[src/rtl/hit_manager.sv]
// Purpose : turns per-pixel Pac-Man/ghost overlap into per-frame strike / ghost-eaten pulses,
//           and owns the post-hit invulnerability (with blink) and power-pellet frightened windows.
// Latency : pulses and state changes are registered, visible 1 cycle after the deciding cycle.
// Backpressure: none; all inputs are event pulses or levels and are consumed on the cycle they occur.
// Ports:
//   clk, resetN        clock, asynchronous active-low reset
//   startOfFrame       1-cycle pulse per video frame; all evaluation happens here
//   collision          level, Pac-Man overlaps a ghost pixel this cycle
//   powerPellet        1-cycle pulse, enters/reloads the frightened window
//   gameOver           1-cycle pulse from the lives bar, locks the block in DEAD
//   strike/ghostEaten  1-cycle output pulses
//   invulnerable, blinkHide, frightened, frightWarn, dead   output levels
module hit_manager #(
  parameter int INVULN_FRAMES = 120,
  parameter int FRIGHT_FRAMES = 360,
  parameter int WARN_FRAMES   = 60,
  parameter int BLINK_FRAMES  = 8,
  parameter int LIVES         = 3
) (
  input  logic clk,
  input  logic resetN,
  input  logic startOfFrame,
  input  logic collision,
  input  logic powerPellet,
  input  logic gameOver,
  output logic strike,
  output logic ghostEaten,
  output logic invulnerable,
  output logic blinkHide,
  output logic frightened,
  output logic frightWarn,
  output logic dead
);

  localparam int FMAX = (INVULN_FRAMES > FRIGHT_FRAMES) ? INVULN_FRAMES : FRIGHT_FRAMES;
  localparam int FW   = $clog2(FMAX + 1);
  localparam int SW   = $clog2(LIVES + 1);
  localparam int BW   = (BLINK_FRAMES > 1) ? $clog2(BLINK_FRAMES) : 1;

  localparam logic [FW-1:0] INVULN_C     = FW'(INVULN_FRAMES);
  localparam logic [FW-1:0] FRIGHT_C     = FW'(FRIGHT_FRAMES);
  localparam logic [FW-1:0] WARN_C       = FW'(WARN_FRAMES);
  localparam logic [SW-1:0] LIVES_C      = SW'(LIVES);
  localparam logic [BW-1:0] BLINK_LAST_C = BW'(BLINK_FRAMES - 1);

  typedef enum logic [1:0] {NORMAL, INVULN, FRIGHT, DEAD} state_t;

  state_t          state_q, state_d;
  logic [FW-1:0]   frame_cnt_q, frame_cnt_d;
  logic [BW-1:0]   blink_cnt_q, blink_cnt_d;
  logic [SW-1:0]   strike_cnt_q, strike_cnt_d;
  logic            coll_flag_q, coll_flag_d;
  logic            strike_q, strike_d;
  logic            ghost_eaten_q, ghost_eaten_d;
  logic            blink_hide_q, blink_hide_d;
  logic [FW-1:0]   frame_dec;

  // Frame counter never wraps below zero.
  assign frame_dec = (frame_cnt_q != '0) ? (frame_cnt_q - FW'(1)) : '0;

  always_comb begin
    state_d       = state_q;
    frame_cnt_d   = frame_cnt_q;
    blink_cnt_d   = blink_cnt_q;
    strike_cnt_d  = strike_cnt_q;
    blink_hide_d  = blink_hide_q;
    strike_d      = 1'b0;
    ghost_eaten_d = 1'b0;
    // On SOF the old flag is evaluated below and the flag restarts with this
    // cycle's collision, so an SOF-cycle overlap belongs to the next frame.
    coll_flag_d   = startOfFrame ? collision : (coll_flag_q | collision);

    if (state_q == DEAD) begin
      coll_flag_d  = 1'b0;
      blink_hide_d = 1'b0;
    end else if (gameOver) begin
      state_d      = DEAD;
      coll_flag_d  = 1'b0;
      blink_cnt_d  = '0;
      blink_hide_d = 1'b0;
    end else if (powerPellet) begin
      // A coincident SOF is judged as already frightened and the fresh
      // window is not decremented on this cycle.
      state_d      = FRIGHT;
      frame_cnt_d  = FRIGHT_C;
      blink_cnt_d  = '0;
      blink_hide_d = 1'b0;
      if (startOfFrame && coll_flag_q) ghost_eaten_d = 1'b1;
    end else if (startOfFrame) begin
      case (state_q)
        NORMAL: begin
          if (coll_flag_q && (strike_cnt_q < LIVES_C)) begin
            strike_d     = 1'b1;
            strike_cnt_d = strike_cnt_q + SW'(1);
            state_d      = INVULN;
            frame_cnt_d  = INVULN_C;
            blink_cnt_d  = '0;
            blink_hide_d = 1'b0;
          end
        end
        INVULN: begin
          frame_cnt_d = frame_dec;
          if (blink_cnt_q == BLINK_LAST_C) begin
            blink_cnt_d  = '0;
            blink_hide_d = ~blink_hide_q;
          end else begin
            blink_cnt_d  = blink_cnt_q + BW'(1);
          end
          // Last invulnerable frame: its collisions are dropped with the flag.
          if (frame_dec == '0) begin
            state_d      = NORMAL;
            blink_hide_d = 1'b0;
          end
        end
        FRIGHT: begin
          if (coll_flag_q) ghost_eaten_d = 1'b1;
          frame_cnt_d = frame_dec;
          if (frame_dec == '0) state_d = NORMAL;
        end
        default: ;
      endcase
    end
  end

  always_ff @(posedge clk or negedge resetN) begin
    if (!resetN) begin
      state_q       <= NORMAL;
      frame_cnt_q   <= '0;
      blink_cnt_q   <= '0;
      strike_cnt_q  <= '0;
      coll_flag_q   <= 1'b0;
      strike_q      <= 1'b0;
      ghost_eaten_q <= 1'b0;
      blink_hide_q  <= 1'b0;
    end else begin
      state_q       <= state_d;
      frame_cnt_q   <= frame_cnt_d;
      blink_cnt_q   <= blink_cnt_d;
      strike_cnt_q  <= strike_cnt_d;
      coll_flag_q   <= coll_flag_d;
      strike_q      <= strike_d;
      ghost_eaten_q <= ghost_eaten_d;
      blink_hide_q  <= blink_hide_d;
    end
  end

  assign strike       = strike_q;
  assign ghostEaten   = ghost_eaten_q;
  assign invulnerable = (state_q == INVULN);
  assign blinkHide    = blink_hide_q;
  assign frightened   = (state_q == FRIGHT);
  assign frightWarn   = (state_q == FRIGHT) && (frame_cnt_q <= WARN_C);
  assign dead         = (state_q == DEAD);

endmodule

[config.mk]
export PLATFORM = sky130hd
export DESIGN_NAME = hit_manager
export DESIGN_NICKNAME = d
export VERILOG_FILES = /design/src/rtl/hit_manager.sv
export SDC_FILE = /design/constraint.sdc
export NUM_CORES = 1
export LEC_CHECK = 0
export CAP_MARGIN = 10
export CORE_ASPECT_RATIO = 1.25
export CORE_MARGIN = 2
export CORE_UTILIZATION = 45
export CTS_CLUSTER_DIAMETER = 50
export DETAILED_ROUTE_END_ITERATION = 16
export GPL_ROUTABILITY_DRIVEN = 1
export GPL_TIMING_DRIVEN = 0
export PLACE_DENSITY = 0.65
export SETUP_SLACK_MARGIN = 0.15
export SLEW_MARGIN = 10
export SYNTH_ARGS = -nofsm -noshare
export SYNTH_HDL_FRONTEND = slang
export SYNTH_SLANG_ARGS = --single-unit
[constraint.sdc]
create_clock -name clk -period 2.53 [get_ports clk]
set_input_delay 0.506 -clock clk [delete_from_list [all_inputs] [get_ports clk]]
set_output_delay 0.506 -clock clk [all_outputs]
set_load 0.005 [all_outputs]
Word level (Yosys, flattened, before mapping)
Cells that the tools add are included.

Register bits after elaboration: 20. Bits of input ports: 6. Logic and storage cells: 87.

Add/sub/neg operators: 3. Order comparisons: 2. Eq/ne operators: 9. Multiplexer cells: 41. Bitwise operators: 5. Reductions and logical operators: 19.

Operators with widths (count): 9-bit 2-to-1 mux (4); 1-bit 2-to-1 mux (23); 9-bit one-hot mux with 2 select lines (1); 3-bit 2-to-1 mux (5); 4-bit nonzero test (3); 2-bit 2-to-1 mux (5); 5-bit AND reduction (2); 9-bit by 6-bit less-or-equal comparator with 1-bit output, second input constant (1); 9-bit zero test (1); 9-bit nonzero test (1); 9-bit by 1-bit subtractor with 9-bit output, second input constant (1); 4-bit AND reduction (2); 6-bit by 3-bit != test with 1-bit output, second input constant (1); 3-bit one-hot mux with 2 select lines (1); 6-bit AND reduction (1); 3-bit nonzero test (2); 5-bit != test, second input constant (1); 5-bit nonzero test (1); 2-bit == test, second input constant (2); 4-bit by 1-bit != test with 1-bit output, second input constant (1); 4-bit != test, second input constant (1); 1-bit NOT (4); 2-bit one-hot mux with 2 select lines (1); 3-bit by 1-bit adder with 3-bit output, second input constant (1); other kinds (11) (13).

Depth between registers and ports, before layout
Gate-level depths: netlist of the first run.

Depth in word-level cells: 9. Depth in mapped cells: 7.

Worst setup path before layout of the first run
No wires, ideal clock.

Path type: register to register. Start point: register state_q[0]. End point: register state_q[0]. Library setup time: 0.122 ns. Arrival time: 2.016 ns. Data required time: 2.408 ns. Path slack: 0.392 ns. Cell stages (with the launch flop): 8. Period minus slack after synthesis: 2.138 ns. Cells stage by stage: dfrtp_1 -> inv_1 -> ha_1 -> and3b_1 -> or3_1 -> clkbuf_1 -> or3_1 -> a32o_1.

Cells in the longest elaborated chain, start to end: 6. Elaborated cells on any way between the ends: 14.

RTL lines: start: declaration (RTL line 48) `state_t state_q, state_d;`; start signal: assignment (RTL line 136) `state_q <= state_d;`; 2-bit by 1-bit == test with 1-bit output / 2-bit == test (equally long branches) (RTL line 90) `case (state_q)`; 2-bit OR reduction (no line); 2-bit one-hot mux with 2 select lines (RTL line 90); 2-bit 2-to-1 mux (RTL line 89) `end else if (startOfFrame) begin`; 2-bit 2-to-1 mux (RTL line 81) `end else if (powerPellet) begin`; 2-bit 2-to-1 mux (RTL line 76) `end else if (gameOver) begin`.

Several ways; a longest one is shown, not always the timed one. The select of a mux whose other input is x is not followed. A chain may end at the register's enable or synchronous reset.

Worst setup path after layout of the first run
Start point: register state_q[1]. End point: register state_q[0].

The elaborated chain is that of the path after synthesis.

==> results by group, run 1 <==
Status
  • Outcome: complete, no violations

Finish
  • Util after Layout: a little under three fifths
  • Syn-to-layout area delta: 17.3%
  • Fill cells: 253
  • Area of the multi-input gates: 761 um2
  • Final Instance Area: approximately 0.0015 mm2
  • Ant diodes: 0
  • Final nets: 170
  • Register area: around 500 um2
  • Share of cells above drive strength 1: 9.80%

Route
  • Remaining DRCs: 0
  • Antenna Violating Nets Remaining: 0
  • Vias per cell: 6.11
  • Total number of vias: 1,142
  • Wire per inst: 15.5 um
  • Pre-antenna DRT Iters: 4
  • WL final: 2.91 mm
  • First DRT Iteration DRCs: 30

Power and ir drop
  • Net Sw Frac: about two fifths
  • Comb power frac: 38.8%
  • Peak VDD IR: 0.564 mV
  • Power per cell area: 829 mW/mm2
  • Clock share of power: 20.8%
  • Internal power: roughly 760 uW
  • Sequential Power Share: 40.4%
  • Switch Pwr: 509 uW
  • Leakage power: 0.656 nW

CTS
  • Num CTS Buffers: 3
  • TritonCTS clock tree: built
  • Worst-path clk slew: roughly 120 ps
  • Root Buffer Master: clkbuf_4
  • H-tree Lvls: 1
  • Clk buf depth: 2
  • Hold buffers post-CTS: 0
  • Clock Sinks: 20
  • Clk_lat worst skew: 300 ps

Floorplanning
  • DIE WIDTH: 52.1 um
  • Core box area: 0.00273 mm2
  • Die area: ~0.0033 mm2
  • DIE HEIGHT: 64.2 um
  • Starting Density: 47.7%
  • Ports: 13
  • Num rows: 21

Synthesis
  • Synthesized Nets: approximately 150
  • FFs w/ async S/R, synth: 100%
  • Ys flop type: dfrtp_1
  • Synth area leader: dfrtp_1
  • Avg Cell Area, Syn: roughly 9.5 um2
  • Post-synthesis register bit count: 20
  • Seq/Total Area, Yosys: 38.4%
  • Post-synth top area share: about two fifths
  • Top cells by area, synth: dfrtp_1 38%, ha_1 9.6%, mux2_2 3.5%, o21ai_0 3.1%, inv_1 2.9%
  • EDFF count, synth: 0
  • Synth cell types: ~40
  • Most frequent cells after synthesis: 20 x dfrtp_1, 10 x ha_1, 10 x inv_1
  • Post-Syn Instances: 137
  • Yosys warnings: 0
  • Synthesized cell area: 0.00130 mm2
  • Most frequent cell after synthesis: dfrtp_1

Placement
  • RePlAce Congestion: 0.852
  • Final HPWL DP: 2.22 mm
  • PortBufs: 12
  • Cell area after placement: 0.00147 mm2

Global routing
  • Antenna violations before repair: 0
  • Largest net degree at the start of global routing: 21
  • First-pass GRT wire length: ~5 mm
  • Vias in the first global route: 1,145
  • Remaining Overflow, GRT: 0
  • GRT Total Usage: 20.0%

Setup path
  • Path type of the worst setup path: reg -> reg
  • CP max FO: 8
  • Crit path required time: 2730 ps
  • CP startpoint kind: flip-flop
  • Setup crit end kind: flip-flop
  • Worst R2R Start: state_q[1]
  • Reg2Reg Depth: 7
  • Worst EP arrival: 2500 ps
  • Reg2reg end: state_q[0]
  • R2R Setup Slk: 230 ps

STA
  • Post-route clock skew: 4.94 ps
  • Relative slew slack: 40.4%
  • Slew Viols, Final: 0
  • RSZ-0062 raised after global routing: yes
  • Final setup fails: 0
  • Tmin final: 2300 ps
  • Setup TNS: 0 ps
  • Fin crit share: 90.7%
  • Slew of the pin with the lowest slew margin: 891 ps
  • Max Freq: 436 MHz
  • Fin. Hold Viols: 0

Hold path
  • Hold_sp: strike_cnt_q[0]
  • Hold depth: 1
  • Hold Path End: strike_cnt_q[0]
  • Hold crit path type: reg -> reg

Run
  • Max-Cap Viols: 0
power groups by stage:
stage          combinational [mW]  sequential [mW]  clock, mW
2_1_floorplan               0.357            0.487          0
3_3_place_gp                0.468            0.510          0
3_5_place_dp                0.478            0.518          0
4_1_cts                     0.485            0.511      0.272
5_1_grt                     0.560            0.527      0.285
6_report                    0.492            0.512      0.264
stage by stage:
step / power [mW] / cells / hold WS [ps] / worst slack [ps]
2_1_floorplan: 0.844 / 137 / 210 / 392
3_3_place_gp: 0.978 / 183 / 465 / 109
3_5_place_dp: 0.996 / 183 / 471 / 81.1
4_1_cts: 1.27 / 187 / 494 / 171
6_report: 1.27 / 187 / 495 / 234
5_1_grt: 1.37 / 187 / 525 / 135
sequential cells by signal, indices dropped and copies added (netlist names):
register,flops
state_q,2
blink_cnt_q,3
blinkHide,1
frame_cnt_q,9
strike,1
ghostEaten,1
coll_flag_q,1
strike_cnt_q,2
metal layers:
| metal | routed length [um] | GRT usage, % | part of all wire (%) |
|---|---|---|---|
| met1 | 1240 | 23.1 | 43 |
| met2 | 1540 | 35.6 | 53 |
| met3 | 80 | 2.34 | 2.8 |
| met4 | 40 | 8.97 | 1.4 |
| met5 | 0 | 0 | 0 |
worst max-delay path, cell delays in order (launching register included):
cell and delay [ps]:
dfrtp_1 430, inv_1 140, ha_2 340, and3b_1 230, or3_1 300, clkbuf_1 170, or3_1 330, a32o_1 260
cell type report:
class | instances | area share [%]
clock inverter | 1 | 1.96
buffer | 4 | 0.982
inverter | 10 | 2.45
tap | 34 | 2.78
timing repair buffer | 12 | 7.86
sequential | 20 | 32.7
multi-input combinational | 103 | 49.8
clock buffer | 3 | 1.47
layout by cell type (no fill, tap or decap), types with 2 or more instances in the layout:
master / instances
dfrtp_1: 20
clkdlybuf4s50_1: 12
inv_1: 9
nor2_1: 9
nand2_1: 8
o21ai_0: 8
ha_1: 8
a21oi_1: 7
nor2b_1: 5
nand4_1: 4
clkbuf_1: 4
or3_1: 4
mux2_2: 4
nor3_1: 3
and3_1: 3
nand2b_1: 3
clkbuf_4: 3
and3b_1: 2
o211ai_1: 2
a31oi_1: 2
a211o_1: 2
o22ai_1: 2
o41ai_1: 2
a31o_1: 2
a211oi_1: 2
ha_2: 2
how the worst max path moves through the flow:
| stage | start | endpoint | slack [ps] | depth (start not counted) |
|---|---|---|---|---|
| final | state_q[1] | state_q[0] | 230 | 7 |
| after global routing | state_q[1] | state_q[0] | 130 | 7 |
| after CTS | state_q[0] | state_q[0] | 170 | 7 |
| after detailed placement | startOfFrame | frame_cnt_q[6] | 80 | 6 |
| after global placement | powerPellet | frame_cnt_q[7] | 110 | 6 |
| after floorplan | state_q[0] | state_q[0] | 390 | 7 |
logic make-up after synthesis:
group           Yosys count  share of synthesized area (%)
compound gates           40                           21.5
xor+xnor                  1                          0.672
fa+ha+maj                10                           9.60
buf+inv                  14                           4.03
flops                    20                           38.4
mux                       4                           3.45
simple gates             48                           22.4
timing repair:
action | 4_1_cts | 5_1_grt
setup endpoints to repair | 1 | 5
gates resized for setup | 1 | 3
setup buffers | 0 | 0
hold endpoints to repair | 0 | 0
cloned | 0 | 0
(Power assumes the default switching activity.)
==> run 2: changes to the inputs <==
--- a/config.mk
+++ b/config.mk
@@ -5,15 +5,15 @@
 export SDC_FILE = /design/constraint.sdc
 export NUM_CORES = 1
 export LEC_CHECK = 0
-export CAP_MARGIN = 10
+export CAP_MARGIN = 0
 export CORE_ASPECT_RATIO = 1.25
-export CORE_MARGIN = 2
+export CORE_MARGIN = 1.5
 export CORE_UTILIZATION = 45
 export CTS_CLUSTER_DIAMETER = 50
 export DETAILED_ROUTE_END_ITERATION = 16
 export GPL_ROUTABILITY_DRIVEN = 1
 export GPL_TIMING_DRIVEN = 0
-export PLACE_DENSITY = 0.65
+export PLACE_DENSITY = 0.74
 export SETUP_SLACK_MARGIN = 0.15
 export SLEW_MARGIN = 10
 export SYNTH_ARGS = -nofsm -noshare
==> run 2 against run 1 <==
Non-clock buffer count unchanged. Flip-flop and latch count unchanged. Worst setup slack got worse by 4.2 ps. Maximum frequency decreased by 0.18%. Final cell count unchanged. Clock skew decreased by 2.0 ps. Global-route usage increased by 0.37 points. Register-to-register slack about the same. Via count increased by 1.8%. Sequential share of layout area increased by 0.35 points. Largest cell class unchanged. Highest routed layer unchanged.
==> results by group, run 2 (synthesized netlist as in run 1, its figures left out) <==
Status
  • Outcome: complete, no violations (unchanged)

Hold path
  • Hold crit path type: reg -> reg (unchanged)

Placement
  • PortBufs: 12 (unchanged)
  • Cell area after placement: 0.00147 mm2 (unchanged)
  • Placed cells: 183 (unchanged)
  • Final HPWL DP: 2.14 mm (was 2.22 mm)
  • Place WS: 42.0 ps (was 81.1 ps)
  • RePlAce Congestion: 0.933 (was 0.852)

CTS
  • Root Buffer Master: clkbuf_4 (unchanged)
  • Hold buffers post-CTS: 0 (unchanged)
  • TritonCTS clock tree: built (unchanged)
  • Worst-path clk slew: 110 ps (was 120 ps)
  • Num CTS Buffers: 3 (unchanged)
  • Clk buf depth: 2 (unchanged)
  • Clock Sinks: 20 (unchanged)
  • Post-CTS setup buffers: 0 (unchanged)
  • H-tree Lvls: 1 (unchanged)
  • Clk_lat worst skew: 300 ps (about the same)

Run
  • Max-Cap Viols: 0 (unchanged)

STA
  • RSZ-0062 raised after global routing: yes (unchanged)
  • Max Freq: 435 MHz (was 436 MHz)
  • Fin crit share: 90.9% (was 90.7%)
  • Slew Viols, Final: 0 (unchanged)
  • Setup TNS: 0 ps (unchanged)
  • Final setup fails: 0 (unchanged)
  • Tmin final: 2300 ps (about the same)
  • Slew of the pin with the lowest slew margin: 886 ps (was 891 ps)
  • Fin Hold WS: 485 ps (was 495 ps)
  • Final worst slack: 230 ps (was 234 ps)
  • Post-route clock skew: 2.95 ps (was 4.94 ps)
  • Fin. Hold Viols: 0 (unchanged)
  • Relative slew slack: 40.8% (was 40.4%)

Finish
  • Share of cells above drive strength 1: 11.1% (was 9.80%)
  • Regs by FF count: frame_cnt_q (9), blink_cnt_q (3) (unchanged)
  • Syn-to-layout area delta: 16.3% (was 17.3%)
  • Final nets: 170 (unchanged)
  • Biggest register: frame_cnt_q (unchanged)
  • Ant diodes: 0 (unchanged)
  • Number of flip-flops in the largest register: 9 (unchanged)
  • Final Instance Area: 0.00152 mm2 (was 0.00153 mm2)
  • Post-Layout Cell Count: 187 (unchanged)
  • Commonest non-fill, non-tap cell in the layout: dfrtp_1 (unchanged)
  • Most frequent cells in the layout: 19 x dfrtp_1, 12 x clkdlybuf4s50_1, 10 x inv_1 (was 20 x dfrtp_1, 12 x clkdlybuf4s50_1, 9 x inv_1, 9 x nor2_1)

Setup path
  • CP max FO: 8 (unchanged)
  • R2R Setup Slk: 230 ps (about the same)
  • CP max stage cell: dfrtp_1 (unchanged)
  • Path type of the worst setup path: reg -> reg (unchanged)
  • Worst-path cell chain: inv_1 -> ha_2 -> and3b_1 -> or3_1 -> clkbuf_2 -> or3_1 -> a32o_1 (was inv_1 -> ha_2 -> and3b_1 -> or3_1 -> clkbuf_1 -> or3_1 -> a32o_1)
  • Crit path required time: 2730 ps (about the same)
  • Worst EP arrival: 2500 ps (about the same)
  • Setup crit end kind: flip-flop (unchanged)
  • Cell mode on critical path: or3_1 (unchanged)
  • CP startpoint kind: flip-flop (unchanged)
  • Slowest Stage Delay on Critical Path: 440 ps (was 430 ps)

Floorplanning
  • Num rows: 21 (unchanged)
  • DIE WIDTH: 51.1 um (was 52.1 um)
  • Core box area: 0.00271 mm2 (was 0.00273 mm2)
  • Ports: 13 (unchanged)
  • DIE HEIGHT: 63.2 um (was 64.2 um)
  • Starting Density: 48.2% (was 47.7%)
  • Die area: 0.00323 mm2 (was 0.00335 mm2)

Route
  • WL final: 2.87 mm (was 2.91 mm)
  • Vias per cell: 6.21 (was 6.11)
  • Pre-antenna DRT Iters: 5 (was 4)
  • Antenna Violating Nets Remaining: 0 (unchanged)
  • Total number of vias: 1,162 (was 1,142)
  • Remaining DRCs: 0 (unchanged)
  • Wire per inst: 15.3 um (was 15.5 um)
  • First DRT Iteration DRCs: 21 (was 30)

Power and ir drop
  • Power per cell area: 783 mW/mm2 (was 829 mW/mm2)
  • Leakage power: 0.657 nW (was 0.656 nW)
  • Peak VDD IR: 0.433 mV (was 0.564 mV)

Global routing
  • Largest net degree at the start of global routing: 21 (unchanged)
  • First-pass GRT wire length: 5.09 mm (was 5.10 mm)
  • Antenna violations before repair: 0 (unchanged)
  • Vias in the first global route: 1,160 (was 1,145)
  • GRT Total Usage: 20.3% (was 20.0%)
  • Remaining Overflow, GRT: 0 (unchanged)
==> run 2: cell types whose count changed in the layout (fill, tap and decap cells not counted), sizes merged <==
cell    previous run  this run
bufinv             1         0
clkbuf             7         8
==> run 2: cell type report <==
class | instances | area (um2)
multi-input cells | 103 | 761
plain buffers | 4 | 17.5
clock buffers | 4 | 36.3
inverters | 10 | 37.5
flip-flops and latches | 20 | 502
repair buffers | 12 | 120
fillers | 250 | 1190
well taps | 34 | 42.5
==> run 2: worst paths after layout <==
check | startpoint | end | depth (start not counted)
setup / recovery | state_q[1] | state_q[0] | 7
hold / removal | strike_cnt_q[0] | strike_cnt_q[0] | 1
max in group asynchronous | resetN | state_q[0] | 1
min in group asynchronous | resetN | frame_cnt_q[6] | 1
setup reg to reg | state_q[1] | state_q[0] | 7
hold reg to reg | strike_cnt_q[0] | strike_cnt_q[0] | 1
==> run 2: critical path: cells and delay by family, from the launching register on <==
kind | cells | cell delay (ps)
flops | 1 | 440
fa+ha+maj | 1 | 340
simple gates | 3 | 850
buf+inv | 2 | 310
compound gates | 1 | 260
==> run 2: timing repair <==
action,in CTS,in global routing
setup endpoints to repair,3,7
gates cloned,0,0
hold endpoints to repair,0,0
gates resized for setup,1,7
pin swaps,0,0
==> run 2: per-layer routing <==
layer / global-route usage, % / wire, um
met3: 3.79 / 132
met4: 9.46 / 57
met1: 24.6 / 1190
met5: 0 / 0
met2: 34.1 / 1490
==> run 2: stage by stage <==
step           total power, mW  utilization (%)
6_report                  1.19             56.0
2_1_floorplan            0.844                -
3_3_place_gp             0.975             54.2
5_1_grt                   1.30             56.0
4_1_cts                   1.18             55.7
3_5_place_dp             0.991             54.2
==> run 2: report_power, final <==
group          switching [mW]  internal, mW  total [mW]
clock                  0.0957        0.0878       0.184
sequential              0.114         0.393       0.507
combinational           0.289         0.208       0.496
total                   0.498         0.688        1.19
==> run 3: changes to the inputs <==
--- a/config.mk
+++ b/config.mk
@@ -15,7 +15,7 @@
 export GPL_TIMING_DRIVEN = 0
 export PLACE_DENSITY = 0.74
 export SETUP_SLACK_MARGIN = 0.15
-export SLEW_MARGIN = 10
+export SLEW_MARGIN = 5
 export SYNTH_ARGS = -nofsm -noshare
 export SYNTH_HDL_FRONTEND = slang
 export SYNTH_SLANG_ARGS = --single-unit
==> results of run 3 <==
Final layout, timing and power as in run 2 (identical DEF).
